## src/rtl/core_pkg.sv

```systemverilog
// Shared core types: datapath width, address/instruction words and the fetch queue entry.
package core_pkg;
    localparam int XLEN = 32;

    typedef logic [XLEN-1:0] addr_t;
    typedef logic [31:0]     inst_t;

    localparam addr_t RESET_PC_DEFAULT = '0;
    localparam inst_t NOP              = 32'h0000_0013;

    typedef struct packed {
        addr_t pc;
        inst_t instr;
    } fetch_entry_t;
endpackage

```

## src/rtl/fetch_queue.sv

```systemverilog
// Synchronous FIFO of T with push/pop/flush; head visible the cycle after push.
// Push while full is only honoured alongside a pop; pop while empty is ignored.
module fetch_queue
    import core_pkg::*;
#(
    parameter int  DEPTH = 4,
    parameter type T     = fetch_entry_t
) (
    input  logic                  clk,
    input  logic                  rst,
    input  logic                  push_i,
    input  T                      push_dat_i,
    input  logic                  pop_i,
    input  logic                  flush_i,
    output logic [$clog2(DEPTH):0] count_o,
    output T                      head_o
);
    localparam int AW = $clog2(DEPTH);

    T               mem_q [DEPTH];
    logic [AW-1:0]  rd_ptr_q;
    logic [AW-1:0]  wr_ptr_q;
    logic [AW:0]    count_q;
    logic           do_pop;
    logic           do_push;

    assign do_pop  = pop_i & (count_q != '0);
    assign do_push = push_i & ((count_q != (AW+1)'(DEPTH)) | do_pop);

    always_ff @(posedge clk or negedge rst) begin
        if (!rst) begin
            rd_ptr_q <= '0;
            wr_ptr_q <= '0;
            count_q  <= '0;
            for (int i = 0; i < DEPTH; i++) begin
                mem_q[i] <= '0;
            end
        end else if (flush_i) begin
            rd_ptr_q <= '0;
            wr_ptr_q <= '0;
            count_q  <= '0;
        end else begin
            if (do_push) begin
                mem_q[wr_ptr_q] <= push_dat_i;
                wr_ptr_q        <= wr_ptr_q + 1'b1;
            end
            if (do_pop) begin
                rd_ptr_q <= rd_ptr_q + 1'b1;
            end
            count_q <= count_q + (AW+1)'(do_push) - (AW+1)'(do_pop);
        end
    end

    assign count_o = count_q;
    assign head_o  = mem_q[rd_ptr_q];
endmodule

```

## src/rtl/fetch_stage.sv

```systemverilog
// Instruction fetch: credit-limited in-order imem requests, queued (pc, instr) to decode.
// Response-to-if_valid is one registered cycle; redirect flushes the queue and drops in-flight responses.
module fetch_stage
    import core_pkg::*;
#(
    parameter addr_t RESET_PC    = RESET_PC_DEFAULT,
    parameter int    QUEUE_DEPTH = 4
) (
    input  logic            clk,
    input  logic            rst,
    output logic            imem_req_valid,
    input  logic            imem_req_ready,
    output logic [XLEN-1:0] imem_req_addr,
    input  logic            imem_resp_valid,
    input  logic [31:0]     imem_resp_data,
    input  logic            redirect_valid,
    input  logic [XLEN-1:0] redirect_pc,
    output logic            if_valid,
    input  logic            if_ready,
    output logic [XLEN-1:0] if_pc,
    output logic [31:0]     if_instr
);
    localparam int CW = $clog2(QUEUE_DEPTH) + 1;

    addr_t         pc_q, pc_d;
    logic [CW-1:0] drop_q, drop_d;
    logic [CW-1:0] inflight, inflight_d;
    logic [CW-1:0] q_count;
    logic [CW:0]   occupancy;
    logic          deq, req_fire, resp_ok, resp_drop;
    addr_t         tag_pc;
    fetch_entry_t  q_push_dat, q_head;

    // The tag FIFO holds exactly one entry per outstanding request, so its count is the inflight count.
    assign deq            = if_valid & if_ready;
    assign occupancy      = {1'b0, q_count} + {1'b0, inflight} - {{CW{1'b0}}, deq};
    assign imem_req_valid = rst & ~redirect_valid & (occupancy < (CW+1)'(QUEUE_DEPTH));
    assign imem_req_addr  = pc_q;
    assign req_fire       = imem_req_valid & imem_req_ready;
    assign resp_ok        = imem_resp_valid & (inflight != '0);
    assign resp_drop      = resp_ok & (drop_q != '0);
    assign inflight_d     = inflight + CW'(req_fire) - CW'(resp_ok);
    assign if_valid       = (q_count != '0) & ~redirect_valid;
    assign q_push_dat     = '{pc: tag_pc, instr: imem_resp_data};
    assign if_pc          = q_head.pc;
    assign if_instr       = q_head.instr;

    always_comb begin
        pc_d   = pc_q;
        drop_d = drop_q;
        if (redirect_valid) begin
            pc_d   = redirect_pc & ~addr_t'(3);
            drop_d = inflight_d;
        end else begin
            if (req_fire) begin
                pc_d = pc_q + addr_t'(4);
            end
            if (resp_drop) begin
                drop_d = drop_q - 1'b1;
            end
        end
    end

    always_ff @(posedge clk or negedge rst) begin
        if (!rst) begin
            pc_q   <= RESET_PC;
            drop_q <= '0;
        end else begin
            pc_q   <= pc_d;
            drop_q <= drop_d;
        end
    end

    fetch_queue #(.DEPTH(QUEUE_DEPTH), .T(fetch_entry_t)) u_inst_q (
        .clk        (clk),
        .rst        (rst),
        .push_i     (resp_ok & ~resp_drop),
        .push_dat_i (q_push_dat),
        .pop_i      (deq),
        .flush_i    (redirect_valid),
        .count_o    (q_count),
        .head_o     (q_head)
    );

    fetch_queue #(.DEPTH(QUEUE_DEPTH), .T(addr_t)) u_tag_q (
        .clk        (clk),
        .rst        (rst),
        .push_i     (req_fire),
        .push_dat_i (pc_q),
        .pop_i      (resp_ok),
        .flush_i    (1'b0),
        .count_o    (inflight),
        .head_o     (tag_pc)
    );

    resp_needs_request: assert property (@(posedge clk) disable iff (!rst)
        imem_resp_valid |-> (inflight != '0));
endmodule

```

## config.mk

```make
export PLATFORM = sky130hd
export DESIGN_NAME = fetch_stage
export DESIGN_NICKNAME = d
export VERILOG_FILES = /design/src/rtl/core_pkg.sv /design/src/rtl/fetch_queue.sv /design/src/rtl/fetch_stage.sv
export SDC_FILE = /design/constraint.sdc
export NUM_CORES = 1
export LEC_CHECK = 0
export BUFFER_PORTS_ARGS = -buffer_cell sky130_fd_sc_hd__buf_2
export CAP_MARGIN = 20
export CORE_MARGIN = 1
export CORE_UTILIZATION = 54
export CTS_CLUSTER_SIZE = 25
export DETAILED_ROUTE_END_ITERATION = 16
export GPL_TIMING_DRIVEN = 0
export PLACE_DENSITY = 0.75
export SETUP_SLACK_MARGIN = 0.4
export SYNTH_ARGS = -nofsm -noshare
export SYNTH_HDL_FRONTEND = slang
export SYNTH_SLANG_ARGS = --single-unit
```

## constraint.sdc

```tcl
create_clock -name clk -period 3.5 [get_ports clk]
set_clock_uncertainty 0.2 [all_clocks]
set_input_delay 0.175 -clock clk [delete_from_list [all_inputs] [get_ports clk]]
set_output_delay 0.175 -clock clk [all_outputs]
set_load 0.03 [all_outputs]
```

* After elaboration in Yosys (flattened, before gate mapping)
Cells that the tools add are included. Widths: inputs -> output; s select.
Word-level totals: flip-flop bits (word level) 433, bits of input ports 70, logic and storage cells 94
Cells by class: add/sub/neg operators 14, order comparisons 7, equality and inequality tests 2, mux-type cells 21, bitwise logic cells 20, reductions and logical operators 10
Operator list (count):
- $bwmux 256 | 1
- $mux 64 | 3
- $mux 32 | 5
- $bmux 64 s2 | 1
- $bwmux 128 | 1
- $demux 64 s2 | 1
- $bmux 32 s2 | 1
- $demux 32 s2 | 1
- $add 32x3->32 const B | 1
- $and 1x1->1 | 12
- $ge 3x3->1 const B | 4
- $not 2->3 | 4
- $add 3x1->3 | 3
- $mux 3 | 3
- $reduce_bool 3->1 | 3
- $sub 3x1->3 | 3
- $add 2x1->2 const B | 4
- $mux 2 | 4
- $reduce_bool 2->1 | 4
- $lt 3x1->1 const B | 2
- $ne 3x3->1 const B | 2
- $add 3x3->4 | 1
- $lt 4x3->1 const B | 1
- $sub 4x1->4 | 1
- other kinds (5) | 8

* Logic depth before layout (Yosys ltp)
Gate-level depths: netlist (run 1).
depth after elaboration 10, gate-level depth with buffers 13

* Cells and area by module
A second synthesis (run 1) with hierarchy kept.
Second synthesis, totals: cell total of the unflattened synthesis 1262, area, all modules 20882.5 um^2
Modules (own cells, without submodules):
- fetch_queue at u_inst_q | times used 1, cells each 661, area an instance 12206.7 um^2, seq. area each 6581.3 um^2
- fetch_queue at u_tag_q | times used 1, cells each 355, area an instance 6349.8 um^2, seq. area each 3378.2 um^2
- fetch_stage | times used 1, cells each 246, area an instance 2326.0 um^2, seq. area each 825.8 um^2

* Worst setup path before layout (run 1)
No wires, ideal clock.
kind register -> register, start point register u_inst_q.count_q[1], in the netlist u_inst_q.count_o[1], end point register u_tag_q.count_q[2], in the netlist u_tag_q.count_o[2], library setup time 128 ps, arrival 3117 ps, slack 55 ps, cell stages (with the launch flop) 13, buffers on the path 0, cells stage by stage dfrtp_1 -> nor3_1 -> nor3_1 -> ha_1 -> inv_1 -> ha_1 -> and3b_1 -> or4_4 -> a2111oi_4 -> ha_1 -> inv_1 -> fa_1 -> xnor2_1
Between the ends: word-level cells in the longest chain between the ends 10, elaborated cells on any way between the ends 11, those cells by class add/sub (4); order compare (1); bitwise (5); reduce/logical (1)
RTL lines:
- start, declared | line fetch_queue.sv:23 | logic [AW:0] count_q;
- start signal, assigned | line fetch_queue.sv:50 | count_q <= count_q + (AW+1)'(do_push) - (AW+1)'(do_pop);
- parallel branches: the longest is 3 deep, another holds $add 3x3->4
- $sub 4x1->4 (*) | line fetch_stage.sv:36 | assign occupancy = {1'b0, q_count} + {1'b0, inflight} - {{CW{1'b0}}, deq};
- $lt 4x3->1 (*) | line fetch_stage.sv:37 | assign imem_req_valid = rst & ~redirect_valid & (occupancy < (CW+1)'(QUEUE_DEPTH));
- $and 1x1->1 (*) | line fetch_stage.sv:37
- $and 1x1->1 (*) | line fetch_stage.sv:39 | assign req_fire = imem_req_valid & imem_req_ready;
- $and 1x1->1 (*) | line fetch_queue.sv:28 | assign do_push = push_i & ((count_q != (AW+1)'(DEPTH)) | do_pop);
- named net u_tag_q.do_push | line fetch_queue.sv:25 | logic do_push;
- $add 3x1->3 (*) | line fetch_queue.sv:50
- $sub 3x1->3 (*) | line fetch_queue.sv:50
- end signal, assigned | line fetch_queue.sv:50
- end, declared | line fetch_queue.sv:23
Mark *: on every way through the listed nets, which the timed path passes. A chain may end at the register's enable or synchronous reset.

* Worst setup path in the final report (run 1)
start point register u_inst_q.count_q[1], in the netlist u_inst_q.count_o[1], end point register u_tag_q.mem_q[82] (netlist bit)
Between the ends: word-level cells in the longest chain between the ends 8, elaborated cells on any way between the ends 9, those cells by class add/sub (2); order compare (1); bitwise (5); reduce/logical (1)
RTL lines:
- parallel branches: the longest is 3 deep, another holds $add 3x3->4
- $sub 4x1->4 (*) | line fetch_stage.sv:36
- $lt 4x3->1 (*) | line fetch_stage.sv:37
- $and 1x1->1 (*) | line fetch_stage.sv:37
- $and 1x1->1 (*) | line fetch_stage.sv:39
- $and 1x1->1 (*) | line fetch_queue.sv:28
- named net u_tag_q.do_push | line fetch_queue.sv:25
- end signal, assigned by index | line fetch_queue.sv:44 | mem_q[wr_ptr_q] <= push_dat_i;
- end, declared | line fetch_queue.sv:20 | T mem_q [DEPTH];
Marks and branches as above.

==> results.md, run 1 <==
- Port buffering added about 160 buffers.
- The total length of routed met3 wires is about 1.7 mm.
- The I/O pin count is between 150 and 200.
- The uppermost signal routing layer after detailed routing is met4.
- Measured along the x axis, the die boundary spans between 150 and 200 um.
- The residual overflow from global routing is 0.
- Setup violations remaining at the end of the flow were counted as 0.
- The post-synthesis sequential element count is ~420.
- The maximum clock insertion buffer count is 3.
- The type of element capturing the critical path is a flop.
- By count the netlist is led by sky130_fd_sc_hd__dfrtp_1 (415), sky130_fd_sc_hd__mux2_2 (361), sky130_fd_sc_hd__mux4_2 (92).
- The share of the clock period used by the worst path after layout is 0.982.
- By startpoint and endpoint, the worst setup path is classified as reg2reg.
- Entering global routing, the biggest net connects roughly 130 pins.
- By area the synthesized netlist is led by sky130_fd_sc_hd__dfrtp_1 (55%), sky130_fd_sc_hd__mux2_2 (22%), sky130_fd_sc_hd__mux4_2 (11%).
- The last weighted congestion value of the routability-driven placer is approximately 0.82.
- The count of yosys warnings during synthesis is 0.
- Using the TritonRoute via totals, the vias-per-cell ratio works out to a little under 6.
- The most common cell in the synthesized netlist is sky130_fd_sc_hd__dfrtp_1.
- 0 antenna diodes ended up in the layout.
- The final hold violation count was 1.
- The via count of the first global-routing pass is ~13000.
- Before CTS, the worst setup slack after placement is -0.592 ns.
- The first global-routing pass estimated 68.8 mm of wire.
- The clock net sink count is slightly above 400.
- The capture endpoint of the worst hold path is u_tag_q.wr_ptr_q[1]$_DFFE_PN0P_.
- Counting flops with an async set or reset pin after synthesis yields a share of 1.00.
- In this design, the stage delay of the slowest critical-path cell is roughly 0.44 ns.
- After detailed routing, the average wire length per cell comes to roughly 21 um.
- The detailed-router iteration count before antenna repair is 5.
- The count of fill cells added during filler insertion is 2260.
- The number of max-slew violations in the final report is 0.
- For this run, the number of standard cells in the final layout without fillers is ~2000.
- The TritonCTS clock tree is built.
- The starting utilization of the core area is 0.547.
- The post-route worst hold slack is -0.00846 ns.
- The worst setup path is launched from a flop.
- Based on the critical path, the design can be clocked at up to roughly 0.29 GHz.
- In the final layout, the share of cells above drive strength 1 is 0.512.
- The area of the multi-input gates is 8620 um2.
- The critical-path cell with the highest stage delay is sky130_fd_sc_hd__dfrtp_2.
- Counting stages on the worst path, the most repeated cell is sky130_fd_sc_hd__nor3_4.
- The number of enable flip-flop cells after synthesis is 0.
- The area taken by flip-flops and latches is ~10000 um2.
- The length of routed wiring on met1 is about 19 mm.
- The critical path launch point is u_inst_q.count_o[1]$_DFF_PN0_.
- The total wire length after detailed routing is approximately 43 mm.
- The number of remaining DRC errors is 0.
- At the later pin of the worst-skew pair, clock insertion delay measures 0.53 ns.
- The critical path arrival is 3.65 ns.
- The min-delay analysis places its worst path in the category in2reg.
- The worst path meets setup with just over 0.06 ns of slack.
- The worst max-slew margin expressed relative to the limit is 0.363.
- The number of nets in the layout is 1626.
- The cell taking the most area after synthesis is sky130_fd_sc_hd__dfrtp_1.
- The placed instances occupy a cell area of between 20000 and 25000 um2.
- The fraction of the yosys area taken by sequential cells is 0.551.
- Clock tree synthesis inserted a total of 44 buffers.
- The checks that failed: negative hold slack.
- The detailed route wirelength on metal2 is 21.3 mm.
- The mean cell area of the mapped netlist is about 15 um2.
- The static leakage is between 0.01 and 0.015 uW.
- The number of logic stages on the critical path including buffering is 12.
- The height of the die is about 190 um.
- In this run the number of H-tree levels came out at 2.
- The number of placed instances, taps included is about 1900.
- The actual transition at the worst max-transition pin is around 0.96 ns.
- STA puts the critical path data required time at between 3 and 4 ns.
- The run finished, with violations left.
- The layout-stage area growth over the synthesis result is 25.8%.
- The critical path contains buffers and inverters numbering 3 combined.
- The clock slew seen by the registers of the worst setup and hold paths is 0.06 ns.
- The post-layout minimum cycle time is roughly 3.4 ns.
- The via count is 11700.
- The portion of synthesized cell area occupied by the leading cell type is 0.551.
- The largest voltage drop on the vdd net is ~500 uV.
- The number of DRC markers after the initial detailed-route iteration is 552.
- After floorplanning, the core was divided into a little under 70 placement rows.
- The die area is 35600 um2.
- The depth of the most critical reg-to-reg path is 12.
- The sum of net half-perimeters after detailed placement is between 20 and 30 mm.
- The global-route total usage across every layer is 0.246.
- The finished cells cover roughly 24000 um2.
- The most used flip-flop cell after synthesis is sky130_fd_sc_hd__dfrtp_1.
- The worst hold path was traced through 4 stages.
- The setup check on the worst reg-to-reg path leaves a slack of 0.06 ns.
- Synthesis instantiated about 50 different standard cells from the library.
- The initial antenna violation count is 0.
- Walking the worst path, the cells encountered are nor3_4 > nor3_4 > ha_2 > inv_2 > ha_4 > and3b_2 > or4_4 > a2111oi_4 > buf_6 > and2_4 > buf_12 > mux2_4.
- The cell type group with the largest total delay on the critical path is simple AND/OR/NAND/NOR gates.
- Max-cap violations in this run came to 0.
- The total power density per cell area is 721 nW/um2.
- The cell area after synthesis is roughly 19000 um2.
- Setup repair after global routing could not meet its margin everywhere.
- The worst register-to-register path begins at u_inst_q.count_o[1]$_DFF_PN0_.
- The endpoint identified for the worst register-to-register timing path is u_tag_q.mem_q[82]$_DFFE_PN0P_.
- The tree is rooted in a sky130_fd_sc_hd__clkbuf_16.
- The floorplan step defined a core boundary enclosing approximately 34000 um2.
- The number of antenna-violating nets in the routed design is 0.
- Of all nets on the critical path, the largest fanout is 10.
- The synthesized instance count is between 1000 and 1500.
- The startpoint identified for the worst hold timing path is redirect_valid.
-- flip-flops by register name, indices dropped and copies added, names as in the netlist --
name,count
drop_q,3
imem_req_addr,30
u_inst_q.count_o,3
u_inst_q.mem_q,248
u_inst_q.rd_ptr_q,2
u_inst_q.wr_ptr_q,2
u_tag_q.count_o,3
u_tag_q.mem_q,120
u_tag_q.rd_ptr_q,2
u_tag_q.wr_ptr_q,2
-- routing by layer --
layer / vias up / global-route usage
li1: 5152 / -
met1: 6188 / 0.342
met2: 311 / 0.404
met3: 67 / 0.0326
met4: 0 / 0.0748
met5: - / 0
-- cell families (layout without fill, tap and decap cells) --
| logic type | count (synthesis) | count (layout) | synth area share |
|---|---|---|---|
| buffers and inverters | 109 | 443 | 0.0274 |
| other | 1 | 4 | 0.000199 |
| and+or+nand+nor | 113 | 113 | 0.0314 |
| AOI/OAI and AO/OA | 70 | 70 | 0.0254 |
| adders and majority gates | 24 | 24 | 0.0171 |
| xor gates and xnor gates | 31 | 31 | 0.0144 |
| DFF | 415 | 415 | 0.551 |
| muxes | 465 | 465 | 0.333 |
-- placed cells by master (no fill, tap or decap), types with 5 or more instances in the layout --
| cell type | n |
|---|---|
| sky130_fd_sc_hd__and3_1 | 6 |
| sky130_fd_sc_hd__clkinv_2 | 8 |
| sky130_fd_sc_hd__dfrtp_1 | 411 |
| sky130_fd_sc_hd__xnor2_1 | 13 |
| sky130_fd_sc_hd__o21ai_0 | 12 |
| sky130_fd_sc_hd__dlygate4sd3_1 | 64 |
| sky130_fd_sc_hd__mux2_2 | 250 |
| sky130_fd_sc_hd__buf_8 | 6 |
| sky130_fd_sc_hd__o31ai_1 | 5 |
| sky130_fd_sc_hd__clkbuf_16 | 47 |
| sky130_fd_sc_hd__buf_1 | 5 |
| sky130_fd_sc_hd__inv_1 | 24 |
| sky130_fd_sc_hd__bufinv_16 | 9 |
| sky130_fd_sc_hd__nand2_1 | 36 |
| sky130_fd_sc_hd__buf_6 | 6 |
| sky130_fd_sc_hd__xor2_1 | 16 |
| sky130_fd_sc_hd__clkbuf_8 | 10 |
| sky130_fd_sc_hd__mux4_2 | 92 |
| sky130_fd_sc_hd__nor2_1 | 16 |
| sky130_fd_sc_hd__clkbuf_1 | 54 |
| sky130_fd_sc_hd__clkbuf_2 | 5 |
| sky130_fd_sc_hd__a31oi_1 | 10 |
| sky130_fd_sc_hd__o21ai_1 | 17 |
| sky130_fd_sc_hd__ha_1 | 17 |
| sky130_fd_sc_hd__nand3_1 | 6 |
| sky130_fd_sc_hd__buf_2 | 160 |
| sky130_fd_sc_hd__buf_4 | 21 |
| sky130_fd_sc_hd__nand4_1 | 5 |
| sky130_fd_sc_hd__or4_1 | 5 |
| sky130_fd_sc_hd__buf_12 | 10 |
| sky130_fd_sc_hd__o2111ai_2 | 5 |
| sky130_fd_sc_hd__mux2_4 | 120 |
-- report_power, final --
group / switching [uW] / leakage [uW] / internal [uW]
clock network: 1910 / 0.000787 / 3200
registers: 642 / 0.00558 / 5790
logic: 2750 / 0.00487 / 2770
-- how the worst max path moves through the flow --
stage	end	slack, ns
final	u_tag_q.mem_q[82]$_DFFE_PN0P_	0.06
after global routing	u_tag_q.count_o[1]$_DFF_PN0_	0.005
after CTS	u_tag_q.mem_q[27]$_DFFE_PN0P_	0.15
after detailed placement	imem_req_addr[18]$_DFFE_PN0P_	-0.59
after global placement	imem_req_addr[18]$_DFFE_PN0P_	-6.45
after floorplan	u_tag_q.count_o[2]$_DFF_PN0_	0.09
-- cell type report --
| type | instances | area share |
|---|---|---|
| sequential | 415 | 0.439 |
| multi-input combinational | 707 | 0.364 |
| timing repair buffer | 255 | 0.0775 |
| clock buffer | 58 | 0.0534 |
| buffer | 83 | 0.0241 |
| tap | 455 | 0.0240 |
| clock inverter | 21 | 0.0144 |
| inverter | 26 | 0.00412 |
-- repair_timing --
item | 4_1_cts | 5_1_grt
setup buffers | 17 | 5
pin swaps | 22 | 10
setup endpoints to repair | 445 | 286
endpoints found under the hold margin | 252 | 0
cloned | 1 | 2
hold buffers | 65 | 0
gates resized for setup | 66 | 40
-- per-stage QoR --
step	TNS, ns	util	total power, uW
2_1_floorplan	0	-	10200
6_report	0	0.688	17100
5_1_grt	0	0.688	17800
3_3_place_gp	-3403.88	0.602	11400
3_5_place_dp	-77.99	0.604	11600
4_1_cts	0	0.682	17000
-- worst min-delay path, stage by stage --
cell and delay (ns):
sky130_fd_sc_hd__buf_2 0.17, sky130_fd_sc_hd__a2111oi_4 0.05, sky130_fd_sc_hd__buf_6 0.14, sky130_fd_sc_hd__o21ai_0 0.14
Note: power is estimated with default switching activity, not from simulation.
==> inputs of run 2 (changes only) <==
--- a/config.mk
+++ b/config.mk
@@ -8,12 +8,13 @@
 export BUFFER_PORTS_ARGS = -buffer_cell sky130_fd_sc_hd__buf_2
 export CAP_MARGIN = 20
 export CORE_MARGIN = 1
-export CORE_UTILIZATION = 54
+export CORE_UTILIZATION = 55
 export CTS_CLUSTER_SIZE = 25
 export DETAILED_ROUTE_END_ITERATION = 16
 export GPL_TIMING_DRIVEN = 0
-export PLACE_DENSITY = 0.75
+export PLACE_DENSITY = 0.81
 export SETUP_SLACK_MARGIN = 0.4
 export SYNTH_ARGS = -nofsm -noshare
 export SYNTH_HDL_FRONTEND = slang
+export SYNTH_HIERARCHICAL = 1
 export SYNTH_SLANG_ARGS = --single-unit
==> run 2 against run 1 <==
The flow finishes with violations (negative hold slack, negative setup slack). Area after synthesis increased by 11%. Sequential share of layout area decreased by 3.5 points. Worst setup slack got worse by 0.62 ns. Fmax decreased by 15%. First-iteration DRC count increased by 81%. Register-to-register slack got worse by 0.62 ns. Critical endpoint is now u_tag_q/mem_q[84]$_DFFE_PN0P_. Largest power group unchanged. Highest routed layer unchanged.
==> results.md, run 2 <==
- Status: finished with violations (unchanged).
- Violations in the final reports: negative hold slack, negative setup slack (was negative hold slack).
- The average via count per standard cell is 6.02 (was 5.80).
- The maximum operating frequency was 0.246 GHz (was 0.291 GHz).
- The cell taking the most area after synthesis is sky130_fd_sc_hd__dfrtp_1 (unchanged).
- The count of yosys warnings during synthesis is 6 (was 0).
- Most numerous cell types in the synthesized netlist: sky130_fd_sc_hd__dfrtp_1 (431), sky130_fd_sc_hd__mux2_4 (270), sky130_fd_sc_hd__mux2_2 (128) (was sky130_fd_sc_hd__dfrtp_1 (415), sky130_fd_sc_hd__mux2_2 (361), sky130_fd_sc_hd__mux4_2 (92)).
- The number of buffers inserted by port buffering was 163 (was 161).
- The layout-stage area growth over the synthesis result came to 28.0% (was 25.8%).
- The largest voltage drop on the vdd net is 350 uV (was 499 uV).
- The starting utilization of the core area came to 0.557 (was 0.547).
- The total non-filler cell area in the finished layout is 26700 um2 (was 23700 um2).
- The worst slack after detailed placement is -1.10 ns (was -0.592 ns).
- The type of element capturing the critical path is a flop (unchanged).
- The classification of the worst setup path is reg2reg (unchanged).
- The library cell with the highest instance count after synthesis was sky130_fd_sc_hd__dfrtp_1 (unchanged).
- The number of enable flip-flop cells after synthesis is 0 (unchanged).
- The global-route total usage across every layer is 0.283 (was 0.246).
- The launching element type of the critical path is a flop (unchanged).
- The setup-violating endpoint count in the final report is 141 (was 0).
- The standard cell area after detailed placement is 22700 um2 (was 20800 um2).
- The initial antenna violation count is 0 (unchanged).
- The clock net sink count is 431 (was 415).
- RSZ-0062 raised after global routing: yes (unchanged).
- The mean cell area of the mapped netlist is 16.5 um2 (was 15.3 um2).
- The total of hold buffers inserted after clock tree synthesis came to 63 (was 65).
- The residual overflow from global routing came to 0 (unchanged).
- The max-cap check violation count came to 0 (unchanged).
- The post-layout minimum cycle time came to 4.06 ns (was 3.44 ns).
- The root buffer cell is sky130_fd_sc_hd__clkbuf_16 (unchanged).
- The required time of the worst setup path is 3.76 ns (was 3.71 ns).
- The wire length of the first global-routing pass was 84.2 mm (was 68.8 mm).
- The worst reg2reg path startpoint was u_inst_q/count_o[2]$_DFF_PN0_ (was u_inst_q.count_o[1]$_DFF_PN0_).
- The number of max-slew violations in the final report is 0 (unchanged).
- The reported net switching power is 5150 uW (was 5300 uW).
- The number of antenna-violating nets in the routed design is 0 (unchanged).
- The post-synthesis sequential element count came to 431 (was 415).
- The width of the die is 197 um (was 189 um).
- The static leakage is 0.0124 uW (was 0.0112 uW).
- The async set or reset register ratio after synthesis is 1.00 (unchanged).
- The most used flip-flop cell after synthesis is sky130_fd_sc_hd__dfrtp_1 (unchanged).
- The total wire length after detailed routing is 56.9 mm (was 43.3 mm).
- The cell area after synthesis came to 20900 um2 (was 18800 um2).
- The synthesized instance count was 1262 (was 1228).
- The portion of synthesized cell area occupied by the leading cell type is 0.516 (was 0.551).
- The maximum clock insertion buffer count is 3 (unchanged).
- The number of antenna diodes was 0 (unchanged).
- The via count of the first global-routing pass is 14200 (was 12600).
- The I/O pin count is 168 (unchanged).
- The biggest fanout along the worst timing path is 6 (was 10).
- The TritonCTS clock tree is built (unchanged).
- The class of the most critical hold timing path is in2async (was in2reg).
- The clock latency of the later-clocked register in the worst-skew pair is 0.58 ns (was 0.53 ns).
- The detailed-router iteration count before antenna repair is 5 (unchanged).
- The average routed wire per standard cell was 26.0 um (was 21.4 um).
- The largest register by flop count is u_inst_q/mem_q (was u_inst_q.mem_q).
- The actual transition at the worst max-transition pin is 1.17 ns (was 0.956 ns).
- The most common cell after layout, fill and taps aside is sky130_fd_sc_hd__dfrtp_1 (unchanged).
- The via count came to 13200 (was 11700).
- The critical path arrival is 4.32 ns (was 3.65 ns).
- The final hold violation count is 95 (was 1).
- Commonest non-fill, non-tap cells in the layout: sky130_fd_sc_hd__dfrtp_1 (428), sky130_fd_sc_hd__mux2_4 (321), sky130_fd_sc_hd__buf_2 (178), sky130_fd_sc_hd__mux4_2 (96), sky130_fd_sc_hd__mux2_2 (79) (was sky130_fd_sc_hd__dfrtp_1 (411), sky130_fd_sc_hd__mux2_2 (250), sky130_fd_sc_hd__buf_2 (160), sky130_fd_sc_hd__mux2_4 (120), sky130_fd_sc_hd__mux4_2 (92)).
- The pin count of the biggest net entering global routing was 126 (was 128).
- The last weighted congestion value of the routability-driven placer is 0.880 (was 0.817).
- The total power density per cell area was 615 nW/um2 (was 721 nW/um2).
- The share of the clock period used by the worst path after layout was 1.16 (was 0.982).
- The slack of the critical path is -0.561 ns (was 0.0617 ns).
- The number of buffers inserted during clock tree synthesis came to 47 (was 44).
- The die area is 38800 um2 (was 35600 um2).
- Cells taking the most area after synthesis: sky130_fd_sc_hd__dfrtp_1 (52%), sky130_fd_sc_hd__mux2_4 (19%), sky130_fd_sc_hd__mux4_2 (10%) (was sky130_fd_sc_hd__dfrtp_1 (55%), sky130_fd_sc_hd__mux2_2 (22%), sky130_fd_sc_hd__mux4_2 (11%)).
- The number of nets in the layout is 1736 (was 1626).
- The floorplan core area is 37500 um2 (was 34500 um2).
- The proportion of power drawn by combinational gates was 0.293 (was 0.324).
- The count of H-tree levels built during CTS is 2 (unchanged).
- The worst max-slew margin expressed relative to the limit was 0.215 (was 0.363).
- The number of flip-flops under the largest register name is 256 (was 248).
- The number of DRC markers after the initial detailed-route iteration was 998 (was 552).
- The clock group share of total power was 0.312 (was 0.300).
- The floorplan row count is 71 (was 68).
- The post-route worst hold slack is -0.536 ns (was -0.00846 ns).
- The switching power as a share of total power is 0.313 (was 0.311).
- The number of remaining DRC errors is 0 (unchanged).
- The sequential power share is 0.395 (was 0.377).
- The fraction of the yosys area taken by sequential cells is 0.516 (was 0.551).
- The sum of net half-perimeters after detailed placement is 29.8 mm (was 27.2 mm).
- The design internal power is 11300 uW (was 11800 uW).
- The count of cell types in the netlist is 52 (was 49).
- The height of the die is 197 um (was 189 um).
- The fraction of layout instances using a drive strength above 1 is 0.576 (was 0.512).
- The clock slew seen by the registers of the worst setup and hold paths is 0.06 ns (about the same).
- The critical path launch point is u_inst_q/count_o[2]$_DFF_PN0_ (was u_inst_q.count_o[1]$_DFF_PN0_).
- The count of fill cells added during filler insertion is 2221 (was 2260).
-- run 2: changes by cell type after synthesis, moves of 7 or more --
cell                       change
sky130_fd_sc_hd__buf_2        +21
sky130_fd_sc_hd__dfrtp_1      +16
sky130_fd_sc_hd__a31oi_1       -9
sky130_fd_sc_hd__nand2_1      -14
sky130_fd_sc_hd__mux2_2      -233
sky130_fd_sc_hd__nor4bb_1      +8
sky130_fd_sc_hd__mux2_1        -7
sky130_fd_sc_hd__clkbuf_1     -38
sky130_fd_sc_hd__buf_6        +16
sky130_fd_sc_hd__mux2_4      +270
-- run 2: final timing paths --
path	slack [ns]	end	cells after the start
min in group clk	0.06	drop_q[2]$_DFFE_PN0P_	5
max in group asynchronous	2.18	u_inst_q/mem_q[49]$_DFFE_PN0P_	3
max reg2reg	-0.56	u_tag_q/mem_q[84]$_DFFE_PN0P_	18
min reg2reg	0.30	u_inst_q/mem_q[92]$_DFFE_PN0P_	1
max	-0.56	u_tag_q/mem_q[84]$_DFFE_PN0P_	18
min	-0.54	u_inst_q/mem_q[216]$_DFFE_PN0P_	1
-- run 2: what timing repair did --
action,CTS,global route
setup endpoints to repair,236,166
gates cloned,14,0
setup buffers,47,28
gates resized for setup,150,59
pin swaps,38,44
endpoints found under the hold margin,253,95
-- run 2: stage by stage --
step | power [uW] | util | setup TNS (ns) | cells
floorplan | 9460 | - | -27.29 | 1275
finish | 16400 | 0.713 | -57.82 | 2187
global route | 17000 | 0.713 | -66.72 | 2187
global placement | 10500 | 0.602 | -3769.31 | 1949
detailed placement | 10600 | 0.604 | -104.74 | 1952
CTS | 16000 | 0.700 | -37.25 | 2160
-- run 2: power groups by stage --
stage / Clock (uW) / Combinational (uW) / Sequential (uW)
after floorplan: 0 / 3150 / 6310
final: 5130 / 4820 / 6480
after detailed placement: 0 / 4210 / 6440
after global routing: 5410 / 5040 / 6550
after CTS: 5140 / 4490 / 6390
after global placement: 0 / 4070 / 6400
-- run 2: worst max-delay path, cell delays in order, from the launching register on --
cell	delay [ns]
sky130_fd_sc_hd__dfrtp_1	0.40
sky130_fd_sc_hd__inv_2	0.07
sky130_fd_sc_hd__a31oi_4	0.23
sky130_fd_sc_hd__and2_4	0.24
sky130_fd_sc_hd__ha_4	0.14
sky130_fd_sc_hd__inv_2	0.04
sky130_fd_sc_hd__ha_4	0.19
sky130_fd_sc_hd__and3b_2	0.24
sky130_fd_sc_hd__nor4_4	0.41
sky130_fd_sc_hd__nor2_4	0.06
sky130_fd_sc_hd__or2_4	0.29
sky130_fd_sc_hd__inv_4	0.07
sky130_fd_sc_hd__buf_4	0.10
sky130_fd_sc_hd__buf_6	0.12
sky130_fd_sc_hd__nor4bb_1	0.29
sky130_fd_sc_hd__buf_4	0.27
sky130_fd_sc_hd__buf_6	0.14
sky130_fd_sc_hd__buf_16	0.12
sky130_fd_sc_hd__mux2_4	0.30
-- run 2: final cells by class --
cell class,instances,area [um2],area share
buffer,78,699,0.0262
clock buffer,74,1430,0.0534
clock inverter,10,154,0.00576
inverter,25,101,0.00379
multi-input combinational,740,10200,0.381
sequential,431,10800,0.404
tap,511,639,0.0239
timing repair buffer,318,2730,0.102
-- run 2: kinds of logic after synthesis --
kind of cell | count (synthesis) | share of synthesized area
multiplexers | 498 | 0.369
flip-flops | 431 | 0.516
AND/OR/NAND/NOR | 109 | 0.0329
buffers and inverters | 104 | 0.0310
AO/OA/AOI/OAI | 58 | 0.0196
XOR/XNOR | 36 | 0.0151
adder cells (fa/ha/maj) | 25 | 0.0161
other | 1 | 0.000180
-- run 2: routing by layer --
metal,vias up,GRT usage,wire length [um]
met4,0,0.108,2790
met1,6914,0.369,22600
met3,205,0.0563,3480
li1,5408,-,-
met2,647,0.471,28000
met5,-,0,0
==> inputs of run 3 (changes only) <==
--- a/config.mk
+++ b/config.mk
@@ -7,8 +7,10 @@
 export LEC_CHECK = 0
 export BUFFER_PORTS_ARGS = -buffer_cell sky130_fd_sc_hd__buf_2
 export CAP_MARGIN = 20
+export CELL_PAD_IN_SITES_DETAIL_PLACEMENT = 0
+export CELL_PAD_IN_SITES_GLOBAL_PLACEMENT = 1
 export CORE_MARGIN = 1
-export CORE_UTILIZATION = 55
+export CORE_UTILIZATION = 47
 export CTS_CLUSTER_SIZE = 25
 export DETAILED_ROUTE_END_ITERATION = 16
 export GPL_TIMING_DRIVEN = 0
==> constraint.sdc (replaced) <==
create_clock -name clk -period 3.4 [get_ports clk]
set_clock_uncertainty 0.2 [all_clocks]
set_input_delay 0.17 -clock clk [delete_from_list [all_inputs] [get_ports clk]]
set_output_delay 0.17 -clock clk [all_outputs]
set_load 0.03 [all_outputs]
==> run 3 against run 2 <==
The flow still finishes with violations (negative hold slack, negative setup slack). Wire length shrank 13%. Worst setup slack gained 0.24 ns. Cell count grew 3.0%. Die area grew 17%. Sequential share of layout area grew 0.47 points. Global-route usage shrank 6.0 points. Register-to-register slack gained 0.24 ns. Critical path type unchanged. Largest cell class unchanged. Highest routed layer unchanged.
==> results.md, run 3 (synthesis gave the netlist of run 2 again) <==
- The design internal power was 11700 uW (was 11300 uW).
- The clock group share of total power was 0.327 (was 0.312).
- The classification of the worst setup path is reg2reg (unchanged).
- The clock net sink count is 431 (unchanged).
- The starting utilization of the core area is 0.481 (was 0.557).
- The actual transition at the worst max-transition pin came to 0.802 ns (was 1.17 ns).
- The post-layout minimum cycle time is 3.72 ns (was 4.06 ns).
- The clock slew seen by the registers of the worst setup and hold paths was 0.06 ns (about the same).
- The global-route total usage across every layer is 0.223 (was 0.283).
- The average routed wire per standard cell is 22.1 um (was 26.0 um).
- Commonest non-fill, non-tap cells in the layout: sky130_fd_sc_hd__dfrtp_1 (425), sky130_fd_sc_hd__mux2_4 (286), sky130_fd_sc_hd__buf_2 (173), sky130_fd_sc_hd__mux2_2 (113), sky130_fd_sc_hd__mux4_2 (96) (was sky130_fd_sc_hd__dfrtp_1 (428), sky130_fd_sc_hd__mux2_4 (321), sky130_fd_sc_hd__buf_2 (178), sky130_fd_sc_hd__mux4_2 (96), sky130_fd_sc_hd__mux2_2 (79)).
- The max-cap check violation count is 0 (unchanged).
- The power after layout is 16700 uW (was 16400 uW).
- The post-route worst hold slack is -0.575 ns (was -0.536 ns).
- The most common cell after layout, fill and taps aside was sky130_fd_sc_hd__dfrtp_1 (unchanged).
- The sequential power share was 0.394 (was 0.395).
- The largest register by flop count is u_inst_q/mem_q (unchanged).
- The last weighted congestion value of the routability-driven placer came to 0.846 (was 0.880).
- Violations in the final reports: negative hold slack, negative setup slack (unchanged).
- The total power density per cell area was 632 nW/um2 (was 615 nW/um2).
- The share of the clock period used by the worst path after layout is 1.09 (was 1.16).
- The reg-to-reg endpoint is u_tag_q/mem_q[70]$_DFFE_PN0P_ (was u_tag_q/mem_q[84]$_DFFE_PN0P_).
- The type of element capturing the critical path is a flop (unchanged).
- The number of antenna-violating nets in the routed design is 0 (unchanged).
- The largest voltage drop on the vdd net is 433 uV (was 350 uV).
- The biggest fanout along the worst timing path is 6 (unchanged).
- The setup slack of the most critical reg-to-reg path came to -0.32 ns (was -0.56 ns).
- The final hold violation count was 135 (was 95).
- The cell type group with the largest total delay on the critical path is buffers and inverters (was simple AND/OR/NAND/NOR gates).
- The total of hold buffers inserted after clock tree synthesis is 68 (was 63).
- The number of flip-flops under the largest register name is 256 (unchanged).
- The total wire length after detailed routing is 49.7 mm (was 56.9 mm).
- The number of nets in the layout is 1724 (was 1736).
- The wire length of the first global-routing pass came to 77.2 mm (was 84.2 mm).
- The floorplan row count came to 76 (was 71).
- The class of the most critical hold timing path is in2async (unchanged).
- The clock latency of the later-clocked register in the worst-skew pair is 0.58 ns (about the same).
- The final core utilization was 0.608 (was 0.713).
- The slack of the critical path was -0.319 ns (was -0.561 ns).
- The worst reg2reg path startpoint is u_inst_q/count_o[1]$_DFF_PN0_ (was u_inst_q/count_o[2]$_DFF_PN0_).
- The I/O pin count is 168 (unchanged).
- The root buffer cell is sky130_fd_sc_hd__clkbuf_16 (unchanged).
- Counting stages on the worst path, the most repeated cell is sky130_fd_sc_hd__buf_4.
- The layout-stage area growth over the synthesis result is 26.6% (was 28.0%).
- The critical path launch point is u_inst_q/count_o[1]$_DFF_PN0_ (was u_inst_q/count_o[2]$_DFF_PN0_).
- The launching element type of the critical path was a flop (unchanged).
- The width of the die is 213 um (was 197 um).
- Status: finished with violations (unchanged).
- The delay of the slowest cell on the worst path is 0.38 ns (was 0.41 ns).
- The number of buffers inserted during clock tree synthesis came to 48 (was 47).
- The sum of net half-perimeters after detailed placement is 30.7 mm (was 29.8 mm).
- The worst slack after detailed placement is -1.17 ns (was -1.10 ns).
- The reported net switching power is 5020 uW (was 5150 uW).
- The via count of the first global-routing pass is 13300 (was 14200).
- The switching power as a share of total power is 0.301 (was 0.313).
- RSZ-0062 raised after global routing: yes (unchanged).
- The initial antenna violation count is 0 (unchanged).
- The residual overflow from global routing was 0 (unchanged).
- The summed negative setup slack over all endpoints is -31.79 ns (was -57.82 ns).
- The critical-path cell with the highest stage delay is sky130_fd_sc_hd__dfrtp_2 (was sky130_fd_sc_hd__nor4_4).
- The floorplan core area is 43500 um2 (was 37500 um2).
- The pin count of the biggest net entering global routing is 121 (was 126).
- The via count is 12300 (was 13200).
- The detailed-router iteration count before antenna repair was 4 (was 5).
- The static leakage is 0.0122 uW (was 0.0124 uW).
- The critical path arrival is 3.98 ns (was 4.32 ns).
- The count of H-tree levels built during CTS is 2 (unchanged).
- The TritonCTS clock tree was built (unchanged).
- The fraction of layout instances using a drive strength above 1 is 0.557 (was 0.576).
- The number of max-slew violations in the final report is 0 (unchanged).
- The number of logic stages on the critical path including buffering is 19 (was 18).
- The number of buffers inserted by port buffering is 163 (unchanged).
- The maximum clock insertion buffer count was 3 (unchanged).
- The maximum operating frequency is 0.269 GHz (was 0.246 GHz).
- The endpoint of the most critical setup path was u_tag_q/mem_q[70]$_DFFE_PN0P_ (was u_tag_q/mem_q[84]$_DFFE_PN0P_).
- The average via count per standard cell is 5.46 (was 6.02).
- The number of remaining DRC errors is 0 (unchanged).
- The required time of the worst setup path is 3.66 ns (was 3.76 ns).
- Worst path cell trace: inv_2 > a31oi_4 > and2_4 > ha_4 > inv_2 > ha_4 > and3b_2 > buf_4 > o21a_1 > buf_6 > nor2_4 > or2_4 > inv_4 > buf_4 > nor4bb_1 > buf_4 > buf_6 > buf_12 > mux2_4 (was inv_2 > a31oi_4 > and2_4 > ha_4 > inv_2 > ha_4 > and3b_2 > nor4_4 > nor2_4 > or2_4 > inv_4 > buf_4 > buf_6 > nor4bb_1 > buf_4 > buf_6 > buf_16 > mux2_4).
- The depth of the most critical reg-to-reg path is 19 (was 18).
- The worst max-slew margin expressed relative to the limit came to 0.465 (was 0.215).
- The number of antenna diodes was 0 (unchanged).
- The proportion of power drawn by combinational gates is 0.279 (was 0.293).
- The number of DRC markers after the initial detailed-route iteration is 723 (was 998).
- The combined buffer and inverter count along the critical path was 9 (was 8).
- The die area came to 45300 um2 (was 38800 um2).
- The height of the die is 213 um (was 197 um).
- The setup-violating endpoint count in the final report is 132 (was 141).
## run 3: metal layers
layer | global-route usage | up-vias | part of all wire
met5 | 0 | - | 0
met4 | 0.0667 | 0 | 0.022
met3 | 0.0428 | 79 | 0.046
met2 | 0.352 | 309 | 0.47
met1 | 0.313 | 6509 | 0.46
li1 | - | 5397 | -
## run 3: worst min-delay path by stage
stage	startpoint	end	slack, ns	depth (start not counted)
finish	rst	u_inst_q/mem_q[216]$_DFFE_PN0P_	-0.57	1
global placement	redirect_pc[8]	imem_req_addr[8]$_DFFE_PN0N_	0.18	3
floorplan	rst	drop_q[0]$_DFFE_PN0P_	-0.33	0
detailed placement	rst	u_inst_q/mem_q[216]$_DFFE_PN0P_	0.06	1
global route	rst	u_inst_q/mem_q[216]$_DFFE_PN0P_	-0.55	1
CTS	rst	u_inst_q/mem_q[215]$_DFFE_PN0P_	-0.58	1
## run 3: stage by stage
stage	area [um2]	cells	hold slack (ns)
2_1_floorplan	21100	1275	-0.326
3_5_place_dp	22700	2026	0.0562
4_1_cts	26100	2234	-0.581
3_3_place_gp	22700	2023	0.181
5_1_grt	26400	2252	-0.545
6_report	26400	2252	-0.575
## run 3: power by group through the flow
stage	clock (uW)	sequential, uW	combinational (uW)
2_1_floorplan	0	6500	3240
3_3_place_gp	0	6600	4230
3_5_place_dp	0	6620	4360
4_1_cts	5590	6560	4570
5_1_grt	5810	6680	4960
6_report	5460	6590	4660
## run 3: timing repair
| action | in CTS | in global routing |
|---|---|---|
| endpoints found under the hold margin | 253 | 94 |
| gates resized for setup | 67 | 63 |
| setup endpoints to repair | 276 | 193 |
| setup buffers | 40 | 16 |
| pin swaps | 10 | 25 |
| gates cloned | 12 | 2 |
## run 3: cell type report
| cell class | instances | area, um2 |
|---|---|---|
| Sequential cell | 431 | 10800 |
| Tap cell | 585 | 732 |
| Clock buffer | 68 | 1440 |
| Inverter | 25 | 98.8 |
| Multi-Input combinational cell | 740 | 9800 |
| Clock inverter | 20 | 239 |
| Timing Repair Buffer | 304 | 2580 |
| Fill cell | 3233 | 17000 |
| Buffer | 79 | 749 |
